`src/rtl/insn_mem_arbiter_pkg.sv`:
```
`default_nettype none
// ============================================================================
//  Module      : insn_mem_arbiter_pkg
//  Description : Shared types and constants for the instruction-memory
//                arbiter: FSM state encoding and memory access sizes.
//  Revision    : 1.0 - initial release
// ============================================================================
package insn_mem_arbiter_pkg;

    // Arbiter phases: loader owns memory, pipeline drain, fetch owns memory
    typedef enum logic [1:0] {
        ST_LOAD  = 2'd0,
        ST_DRAIN = 2'd1,
        ST_RUN   = 2'd2
    } state_t;

    // Memory access size encoding shared by loader and fetch
    localparam logic [1:0] c_SIZE_BYTE = 2'd0;
    localparam logic [1:0] c_SIZE_HALF = 2'd1;
    localparam logic [1:0] c_SIZE_WORD = 2'd2;

    // Drain counter is wide enough for the largest legal drain length (15)
    localparam int c_DRAIN_CNT_W = 4;

endpackage : insn_mem_arbiter_pkg
`default_nettype wire

```
`src/rtl/insn_mem_arbiter.sv`:
```
`default_nettype none
// ============================================================================
//  Module      : insn_mem_arbiter
//  Description : Arbitrates the instruction memory port between the image
//                loader (writes) and instruction fetch (reads). Fetch is
//                stalled while loading and for a short drain period after
//                the loader reports completion.
//  Revision    : 1.0 - initial release
// ============================================================================
module insn_mem_arbiter
    import insn_mem_arbiter_pkg::*;
#(
    parameter int DRAIN_CYCLES = 2,
    parameter int CNT_W        = 16
) (
    input  logic             clk,
    input  logic             rst_n,
    input  logic             ld_req,
    input  logic [31:0]      ld_addr,
    input  logic [31:0]      ld_data,
    input  logic [1:0]       ld_size,
    input  logic             ld_done,
    output logic             ld_gnt,
    input  logic [31:0]      fetch_pc,
    input  logic [1:0]       fetch_size,
    output logic             stall_out,
    output logic [31:0]      mem_addr,
    output logic [31:0]      mem_data,
    output logic             mem_write,
    output logic [1:0]       mem_size,
    output logic [CNT_W-1:0] ld_count,
    output logic             busy
);

    // Value loaded on DRAIN entry so that DRAIN lasts exactly DRAIN_CYCLES
    localparam logic [c_DRAIN_CNT_W-1:0] c_DRAIN_INIT = c_DRAIN_CNT_W'(DRAIN_CYCLES - 1);
    localparam logic [CNT_W-1:0]         c_CNT_MAX    = '1;

    state_t                   r_state;
    state_t                   w_state_nxt;
    logic [c_DRAIN_CNT_W-1:0] r_drain_cnt;
    logic [c_DRAIN_CNT_W-1:0] w_drain_cnt_nxt;
    logic [CNT_W-1:0]         r_ld_count;
    logic [CNT_W-1:0]         w_ld_count_nxt;
    logic                     w_gnt;
    logic                     w_in_load;

    assign w_in_load = (r_state == ST_LOAD);

    // Loader grant: same-cycle pass-through in LOAD, suppressed during reset
    always_comb begin
        w_gnt = 1'b0;
        if (rst_n && w_in_load) begin
            w_gnt = ld_req;
        end
    end

    // State, drain counter and loader-write counter registers
    always_ff @(posedge clk or negedge rst_n) begin
        if (!rst_n) begin
            r_state     <= ST_LOAD;
            r_drain_cnt <= '0;
            r_ld_count  <= '0;
        end else begin
            r_state     <= w_state_nxt;
            r_drain_cnt <= w_drain_cnt_nxt;
            r_ld_count  <= w_ld_count_nxt;
        end
    end

    // Next-state, drain countdown and saturating write count
    always_comb begin
        w_state_nxt     = r_state;
        w_drain_cnt_nxt = r_drain_cnt;
        w_ld_count_nxt  = r_ld_count;

        // A write granted in the ld_done cycle still counts
        if (w_gnt && (r_ld_count != c_CNT_MAX)) begin
            w_ld_count_nxt = r_ld_count + 1'b1;
        end

        case (r_state)
            ST_LOAD: begin
                if (ld_done) begin
                    w_state_nxt     = ST_DRAIN;
                    w_drain_cnt_nxt = c_DRAIN_INIT;
                end
            end
            ST_DRAIN: begin
                // A new load request aborts the drain; it is granted from LOAD
                if (ld_req) begin
                    w_state_nxt     = ST_LOAD;
                    w_drain_cnt_nxt = '0;
                end else if (r_drain_cnt == '0) begin
                    w_state_nxt = ST_RUN;
                end else begin
                    w_drain_cnt_nxt = r_drain_cnt - 1'b1;
                end
            end
            ST_RUN: begin
                // A fresh load session restarts the write count
                if (ld_req) begin
                    w_state_nxt    = ST_LOAD;
                    w_ld_count_nxt = '0;
                end
            end
            default: begin
                w_state_nxt     = ST_LOAD;
                w_drain_cnt_nxt = '0;
            end
        endcase
    end

    // Memory port mux, selected by registered state
    always_comb begin
        mem_addr  = fetch_pc;
        mem_size  = fetch_size;
        mem_data  = ld_data;
        mem_write = w_gnt;
        if (w_in_load) begin
            mem_addr = ld_addr;
            mem_size = ld_size;
        end
    end

    assign ld_gnt    = w_gnt;
    assign stall_out = (r_state != ST_RUN);
    assign busy      = w_in_load;
    assign ld_count  = r_ld_count;

endmodule : insn_mem_arbiter
`default_nettype wire

```
`config.mk`:
```
export PLATFORM = sky130hd
export DESIGN_NAME = insn_mem_arbiter
export DESIGN_NICKNAME = d
export VERILOG_FILES = /design/src/rtl/insn_mem_arbiter_pkg.sv /design/src/rtl/insn_mem_arbiter.sv
export SDC_FILE = /design/constraint.sdc
export NUM_CORES = 1
export LEC_CHECK = 0
export CAP_MARGIN = 20
export CORE_MARGIN = 10
export CORE_UTILIZATION = 27
export CTS_CLUSTER_DIAMETER = 100
export DETAILED_ROUTE_END_ITERATION = 8
export GPL_TIMING_DRIVEN = 0
export MAX_ROUTING_LAYER = met4
export PLACE_DENSITY = 0.78
export SYNTH_ARGS = -nofsm -noshare
export SYNTH_HDL_FRONTEND = slang
export SYNTH_SLANG_ARGS = --single-unit
```
`constraint.sdc`:
```
create_clock -name clk -period 1.99 [get_ports clk]
set_input_delay 0.2985 -clock clk [delete_from_list [all_inputs] [get_ports clk]]
set_output_delay 0.2985 -clock clk [all_outputs]
set_load 0.02 [all_outputs]
```
==> impl_results.md <==
* Critical Path Start Type: register
* Post-Synth Simple-Gate Area at 17.9%
* Top cells by count, synth: mux2_2 (34), buf_4 (33), dfrtp_1 (22), o21ai_0 (22), nand2_1 (15)
* Core ar. at 0.00679 sq mm
* Die ar. at 0.0108 sq mm
* Yosys top cell area share at 29.0%
* Cell area after layout at 0.00417 sq mm
* Post-layout worst setup margin at -0.0463 ns
* DR vias at 2,340
* Largest net degree at the start of global routing at 24
* Final wirelength at 9100 microns
* GRT overflow at 0
* Drt wl/cell at 18.5 microns
* GRT Util Overall at 15.5%
* CTS root buf: clkbuf_8
* # hold bufs at CTS at 0
* Final count of pins violating max slew at 0
* Setup WS pre-CTS at -1.31 ns
* Worst Hold Class: primary input to asynchronous set/reset pin
* R2R Setup Slk at -0.05 ns
* Minimum clock period at 2.04 ns
* First-pass GRT wire length at 13,300 microns
* Complex-gate fraction of the synthesized area at 13.3%
* Hold Slack at 0.101 ns
* Fin. Hold Viols at 0
* CTS tree: done
* Maxcap violations at 0
* Placed Area at 0.00360 sq mm
* Worst setup EP type: register
* Syn-to-layout area delta at 120%
* Final TNS setup at -0.538 ns
* Clk buf depth at 2
* Synthesized Nets at 318
* Die width at 104 microns
* Critical Path RT at 2.19 ns
* Fillers at 563
* Rel. slew slack at 59.8%
* Max FO, Critical Path at 5
* Clock Skew at 0.00932 ns
* Register bit count reported by yosys at 22
* Cell taking the most area after synthesis: dfrtp_1
* Worst skew pair latency at 0.28 ns
* Post-detail-place hpwl at 7200 microns
* Post-synthesis mux area share at 20.7%
* Initial DRC Count at 116
* Xor-xnor portion of the synthesized cell area at 0.923%
* Rows at 30
* Post-route core utilization at 61.4%
* Largest family of logic cells by synthesized area: multiplexers
* Critical path type: register to register
* Static Leak at 1.86 nW
* Synth area leaders: dfrtp_1 (29%), mux2_2 (20%), buf_4 (13%)
* Multi-input combinational cell area at 0.00126 sq mm
* Storage cell area at 558 sq um
* Fmax at 491 MHz
* Share of cells above drive strength 1 at 41.8%
* Chip Height at 104 microns
* Failing checks: setup timing
* Syn Std Cell Area at 0.00190 sq mm
* Status: complete, but fails checks
* Most common flop cell mapped by yosys: dfrtp_1
* Via-to-Cell Ratio at 4.77
* Drt drc at 0
* Count leader, synth: mux2_2
* CTS clk-pin slew, worst paths at 0.09 ns
* Mapped Cells at 211
* Worst EP arrival at 2.24 ns
* Syn avg cell area at 8.99 sq um
* Synth warn at 0
* Post-DRT Antenna Nets at 0
* Asr flop ratio synth at 100%
* Post-route clock period utilization at 102%
* RSZ-0062 raised after global routing: true
* Clk sink count at 22
* Pwr/cell area at 1060 mW/mm^2
* Initial core utilization at 27.9%
* Final RePlAce weighted congestion at 0.799
* Peak supply drop at 671 uV
* Buffers on Ports at 157
* Worst-Margin Slew at 0.603 ns
* Setup Viol. Count Final at 26
* Netlist cell types at 40
* Drt pass-1 iters at 4
* Number of diodes at 0
* Cells on worst reg2reg path at 7
* Post-synthesis sequential area ratio at 29.0%
* Nets@finish at 503
* Post-synthesis adder-cell area fraction at 1.98%
* CTS buffer count at 3
* Vias in the first global route at 2,503
* Number of flops mapped to enable cells by yosys at 0
* I/O pin total at 190
* # H-tree levels at 1
* Antenna violations before repair at 0
[worst min path at each step]
stage,start,to,slack [ns]
2_1_floorplan,rst_n,asynchronous set/reset pin,0.003
3_3_place_gp,register,register,0.51
3_5_place_dp,register,register,0.51
4_1_cts,rst_n,asynchronous set/reset pin,0.13
5_1_grt,rst_n,asynchronous set/reset pin,0.15
6_report,rst_n,asynchronous set/reset pin,0.10
[per-layer routing]
metal  track usage [%]  routed length (microns)  vias to the layer above
met5                 -                        0                        -
met4              3.78                      164                        0
met3              5.02                      738                       17
met2              28.2                     4850                      119
met1              15.8                     3350                     1094
li1                  -                        -                     1110
[worst max-delay path, cell delays in order, from the launching register on]
cell and delay [ns]:
dfrtp_2 0.42, ha_4 0.16, nand4_1 0.18, or4_4 0.61
a21boi_4 0.24, buf_6 0.16, a21oi_2 0.03, mux2i_1 0.14
[what timing repair did]
| item | in CTS | in global routing |
|---|---|---|
| cloned | 3 | 1 |
| resized for setup | 242 | 63 |
| setup endpoints to repair | 53 | 55 |
| buffers inserted | 10 | 12 |
| pin swaps | 2 | 13 |
[cell type report]
| cell class | count | share of cell area [%] |
|---|---|---|
| inverter | 7 | 0.750 |
| tap | 96 | 2.88 |
| buffer | 37 | 7.44 |
| timing repair buffer | 181 | 44.1 |
| multi-input combinational | 144 | 30.2 |
| sequential | 22 | 13.4 |
| clock buffer | 4 | 1.32 |
[power breakdown]
part / switching [mW] / internal, mW
logic: 1.52 / 1.93
registers: 0.102 / 0.537
clock network: 0.163 / 0.178
total: 1.79 / 2.65
[cells by family after synthesis]
logic type	Yosys count
buffers and inverters	46
flip-flops	22
AND/OR/NAND/NOR	61
AO/OA/AOI/OAI	42
XOR/XNOR	2
adder cells (fa/ha/maj)	3
multiplexers	35
[placed cells by master, fill, tap and decap left out, drive strengths merged, types with 2 or more instances in the layout]
master         count
nor2               8
ha                 3
nand4              6
o31ai              4
nand3             12
a311oi             2
mux2              34
nand2b             2
dfrtp             22
inv                7
nand3b             2
a21oi              7
clkdlybuf4s50    118
clkbuf             9
o21ai             22
or3b               2
nor3               5
and3               2
or3                3
nand2             15
buf               92
clkdlybuf4s15      2
and4               2
[through the flow]
| stage | cells | total power, mW |
|---|---|---|
| 2_1_floorplan | 211 | 2.04 |
| 5_1_grt | 491 | 4.66 |
| 4_1_cts | 480 | 4.17 |
| 6_report | 491 | 4.43 |
| 3_5_place_dp | 464 | 3.11 |
| 3_3_place_gp | 464 | 3.08 |
Power figures use the tool's default switching activity.
